==> config.mk <==
export PLATFORM = sky130hd
export DESIGN_NAME = debounce
export DESIGN_NICKNAME = d
export VERILOG_FILES = /design/src/rtl/debounce.sv
export SDC_FILE = /design/constraint.sdc
export NUM_CORES = 1
export LEC_CHECK = 0
export ABC_AREA = 1
export BUFFER_PORTS_ARGS = -buffer_cell sky130_fd_sc_hd__buf_2
export CORE_AREA = 2 2 39 41
export DETAILED_ROUTE_END_ITERATION = 16
export DIE_AREA = 0 0 41 43
export PLACE_DENSITY = 0.42
export SETUP_SLACK_MARGIN = 0.05
export SYNTH_ARGS = -nofsm -noshare
export SYNTH_HDL_FRONTEND = slang
export SYNTH_SLANG_ARGS = --single-unit
==> constraint.sdc <==
create_clock -name clk -period 1.4 [get_ports clk]
set_input_delay 0.28 -clock clk [delete_from_list [all_inputs] [get_ports clk]]
set_output_delay 0.28 -clock clk [all_outputs]
set_load 0.1 [all_outputs]
==> src/rtl/debounce.sv <==
// debounce: per-bit level debouncer that accepts a new level after CYCLES consecutive mismatches.
// Define DEBOUNCE_SYNC_EN to add a 2-flop synchronizer per bit ahead of the debouncer.
module debounce #(
  parameter int DW     = 1,
  parameter int CYCLES = 16,
  parameter int CW     = $clog2(CYCLES + 1)
) (
  input  logic          clk,
  input  logic          nreset,
  input  logic [DW-1:0] in,
  output logic [DW-1:0] out,
  output logic [DW-1:0] busy
);
  logic [DW-1:0] s;
`ifdef DEBOUNCE_SYNC_EN
  logic [DW-1:0] sync1_q, sync2_q;
  always_ff @(posedge clk or negedge nreset)
    if (!nreset) begin
      sync1_q <= '0;
      sync2_q <= '0;
    end else begin
      sync1_q <= in;
      sync2_q <= sync1_q;
    end
  assign s = sync2_q;
`else
  assign s = in;
`endif
  for (genvar i = 0; i < DW; i++) begin : g_bit
    logic [CW-1:0] cnt_q, cnt_d;
    logic          out_q, out_d, busy_q, hit;
    // hit marks the last mismatch of a full run; the count then restarts from zero
    always_comb begin
      hit   = (s[i] != out_q) && (cnt_q == CW'(CYCLES - 1));
      cnt_d = (s[i] != out_q && !hit) ? cnt_q + 1'b1 : '0;
      out_d = hit ? s[i] : out_q;
    end
    always_ff @(posedge clk or negedge nreset)
      if (!nreset) begin
        cnt_q  <= '0;
        out_q  <= 1'b0;
        busy_q <= 1'b0;
      end else begin
        cnt_q  <= cnt_d;
        out_q  <= out_d;
        busy_q <= |cnt_d;
      end
    assign out[i]  = out_q;
    assign busy[i] = busy_q;
  end
endmodule
* Yosys cells after proc, flatten, opt, wreduce, memory -nomap -nowiden
Cells that the tools add are included.
** Operators by class
- Add/sub/neg operators :: 1
- Equality and inequality tests :: 2
- Multiplexer cells :: 1
- Reductions and logical operators :: 4
** Operators with widths (count)
- 5-bit by 1-bit adder with 5-bit output, second input constant :: 1
- 5-bit by 4-bit equality test with 1-bit output, second input constant :: 1
- 5-bit two-way mux :: 1
- 5-bit OR reduction :: 1
- 1-bit logical AND :: 2
- 1-bit zero test :: 1
- 1-bit != test :: 1
** Word-level totals
- Flip-flop bits (word level) :: 7
- Input port bits :: 3
- Output and inout bits :: 2

* Depth between registers and ports, before layout
- Depth after elaboration :: 6
- Gate-level depth with buffers :: 9
- Depth with buffers taken out :: 9

* Worst setup path after synthesis
OpenSTA, ideal clock, no wires.
- Path type :: register -> register
- Start point :: register g_bit[0].out_q, in the netlist out
- End point :: register g_bit[0].busy_q, in the netlist busy
- Library setup time :: 0.068 ns
- Arrival time :: 1.442 ns
- Slack :: -0.111 ns
- Stages on the path, launching flop included :: 5
- Period minus slack after synthesis :: 1.511 ns
- Cells stage by stage :: dfrtp_1 > nor2_1 > nor2_4 > nand3_2 > nand3_1
** On the way
- Word-level cells in the longest chain between the ends :: 6
** Ends and longest elaborated chain
- from (decl) :: line 31 : logic out_q, out_d, busy_q, hit;
- from (signal assigned) :: line 45 : out_q <= out_d;
- 1-bit != test (*) :: line 34, 35
- 1-bit logical AND :: line 34 : hit = (s[i] != out_q) && (cnt_q == CW'(CYCLES - 1));
- 1-bit zero test :: line 35 : cnt_d = (s[i] != out_q && !hit) ? cnt_q + 1'b1 : '0;
- 1-bit logical AND (*) :: line 35
- 5-bit two-way mux (*) :: line 35
- 5-bit OR reduction (*) :: line 46 : busy_q <= |cnt_d;
- to (signal assigned) :: line 46
- to (decl) :: line 31
Every way passes the cells marked *; elsewhere a longest branch is shown, timed or not.
A chain may end at the register's enable or synchronous reset.

* Worst setup path in the final report
- Start point :: register g_bit[0].cnt_q[1]
- End point :: register g_bit[0].busy_q, in the netlist busy
** On the way
- Word-level cells in the longest chain between the ends :: 6
- Elaborated cells between the ends (all ways) :: 7
- Classes of those cells :: 1 x add/sub; 1 x eq/ne; 1 x mux; 4 x reduce/logical
** Ends and longest elaborated chain
- from (decl) :: line 30 : logic [CW-1:0] cnt_q, cnt_d;
- from (signal assigned) :: line 44 : cnt_q <= cnt_d;
- branches (longest 4 deep; another with 5-bit by 1-bit adder with 5-bit output)
- 5-bit two-way mux (*) :: line 35
- 5-bit OR reduction (*) :: line 46
Mark *: on every way between the ends.

==> results by group <==
Final layout
  • Final Core Density: 33.8%
  • Layout cells sized above 1: 44.2%
  • Post-layout nets: 58
  • Antenna diodes: 0
  • # fillers: 145
  • Layout area overhead: 33.6%

Global route
  • Antenna violations before repair: 0
  • Pin count of the biggest net entering global routing: 8
  • GRT Residual Overflow: 0
  • Total GRT Usage: 9.81%
  • Vias in the first global route: 248
  • First-pass GRT wire length: 1020 um

Yosys
  • Mapped Cells: 41
  • Top cell type's share of synthesized area: 50.0%
  • Yosys cell types: 14
  • Mapped cell area: 350 um^2
  • Sequential share of the synthesized area: 50.0%
  • Synthesized net count: 46
  • Synth Area per Inst: 8.54 um^2
  • Yosys reg bits: 7
  • Synth area leader: dfrtp_1
  • Area contributors post-synth: dfrtp_1 (50%), inv_1 (8.6%), nand2_1 (8.6%)
  • Yosys warns: 0

Clock network
  • Clock Path Buffers: 2
  • Number of CTS-inserted buffers: 3
  • TritonCTS clock tree: built
  • Skew-Pair Late Insertion Delay: 0.26 ns
  • Clock slew at the register clock pins of the worst setup and hold paths: 0.06 ns
  • Postcts setup bufs: 0
  • CTS sink count: 7
  • H-tree depth: 1
  • CTS root buf: clkbuf_4

Setup path
  • RR Startpoint: g_bit[0].cnt_q[1]
  • FF-to-FF setup slack: 0.04 ns
  • Cells on worst reg2reg path: 7
  • Worst setup EP type: flip-flop
  • Crit start category: flip-flop
  • CP Data Arrival Time: 1.49 ns
  • Worst Path Max Fanout: 3
  • Critical path class: reg2reg
  • Worst EP required: 1.53 ns
  • Reg2reg end: busy

Timing
  • Unrepaired setup endpoints after global routing: true
  • Worst slew margin: 67.9%
  • Tmin final: 1.36 ns
  • Final setup fails: 0
  • Fin Clk Skew: 0.00461 ns
  • Final Hold Viols: 0
  • Final Cycle Share: 97.2%
  • Max-slew violations: 0
  • FMAX: 735 MHz
  • Worst-Margin Slew: 0.485 ns

Floorplan
  • Total Die Area: 0.00176 mm^2
  • Die Y: 43 um
  • FP Rows: 14
  • Starting density of the core: 25.3%
  • I/O Pins: 5
  • DIE WIDTH: 41 um
  • Core region area: 0.00138 mm^2

Routing
  • DRT iter0 DRCs: 1
  • DRT Pass-1 Iters: 2
  • Vias: 280
  • Routed wire length: 627 um
  • DRC: 0
  • Mean routed wirelength per cell: 9.22 um
  • Vias per cell: 4.12
  • Detail Route Antenna Nets: 0

Pwr
  • Final Power: 0.489 mW
  • Worst IR Drop VDD: 0.595 mV
  • Pwr/cell area: 1040 mW/mm^2
  • Leak pwr: 0.249 nW

Min path
  • Hold Startpoint: in
  • Hold Crit Class: in2reg
  • Hold EP: out
  • Hold path cells: 3

Place
  • DP Wirelength: 475 um
  • Placer Congestion: 0.707
  • PortBufs: 4

Status
  • Status: finished clean

Job
  • Max_cap viols: 0
## per-layer routing
metal	GRT usage [%]	share of wire, %	vias up
met5	0	0	-
met4	6.00	0	0
met3	9.42	8.6	0
met2	11.6	41	10
met1	10.9	50	122
li1	-	-	148
## how the worst max path moves through the flow
stage                                  from                 to  slack, ns  depth (start not counted)
final                     g_bit[0].cnt_q[1]               busy       0.04                          7
after global routing      g_bit[0].cnt_q[1]               busy      -0.04                          9
after CTS                 g_bit[0].cnt_q[1]               busy       0.02                          9
after detailed placement  g_bit[0].cnt_q[1]               busy      0.004                          9
after global placement    g_bit[0].cnt_q[1]  g_bit[0].cnt_q[2]       0.01                          9
after floorplan           g_bit[0].cnt_q[0]               busy       0.06                          9
## power breakdown
part	internal [mW]	switching (mW)	leakage, nW
combinational	0.0241	0.0573	0.147
sequential	0.213	0.00649	0.0877
clock	0.109	0.0790	0.0150
total	0.346	0.143	0.249
## cells in the final DEF, fill, tap and decap left out, types with 2 or more instances in the layout
cell type	n
nand2_1	7
inv_1	6
dfrtp_1	6
inv_2	4
nor2_1	4
clkbuf_4	3
buf_2	3
buf_4	3
nand2_2	2
nand3_1	2
ha_2	2
## final cells by class
type,instances,area (um^2),area share (%)
Timing Repair Buffer,7,47.5,10.2
Clock buffer,4,26.3,5.61
Inverter,10,37.5,8.02
Tap cell,16,20.0,4.28
Sequential cell,7,176,37.7
Multi-Input combinational cell,24,160,34.2
## worst max-delay path: stages, from the launching register on
cell and delay, ns:
dfrtp_1 0.39, ha_2 0.19, inv_2 0.07, nor3_4 0.04, ha_2 0.31, inv_1 0.04, o21ai_2 0.13, nand3_1 0.07
## cell usage after synthesis
library cell / number
nand2_1: 8
a21oi_2: 1
nand3_1: 2
nor2_4: 1
nor3_1: 1
ha_1: 2
nand3_2: 1
nor2_1: 4
o21ai_1: 2
dfrtp_1: 7
nand2_2: 1
nand4_1: 1
inv_1: 8
inv_2: 2
## timing repair
| action | CTS | global route |
|---|---|---|
| resized for setup | 3 | 2 |
| pin swaps | 1 | 2 |
| setup endpoints to repair | 7 | 6 |
| hold buffers | 1 | 0 |
| cloned | 0 | 0 |
| endpoints found under the hold margin | 7 | 0 |
## logic make-up (layout without fill, tap and decap cells)
logic type,after synthesis,after routing,synth area share (%)
simple gates,19,19,26.8
buf+inv,10,21,10.7
flops,7,7,50.0
compound gates,3,3,5.36
fa+ha+maj,2,2,7.14
## metrics by stage
stage | TNS (ns) | setup WS [ns] | instance area, um^2 | cells | hold WS, ns
6_report | 0 | 0.0397 | 468 | 68 | 0.261
5_1_grt | -0.149 | -0.0368 | 468 | 68 | 0.260
4_1_cts | 0 | 0.0179 | 458 | 68 | 0.252
3_5_place_dp | 0 | 0.00389 | 419 | 63 | 0.129
3_3_place_gp | 0 | 0.0124 | 419 | 63 | 0.132
2_1_floorplan | 0 | 0.0563 | 364 | 41 | -0.0156
## state kept, by name, summed over array words and instances (netlist names)
signal / count
busy: 1
g_bit.cnt_q: 5
out: 1
No activity file was read; power rests on OpenSTA's default activity.
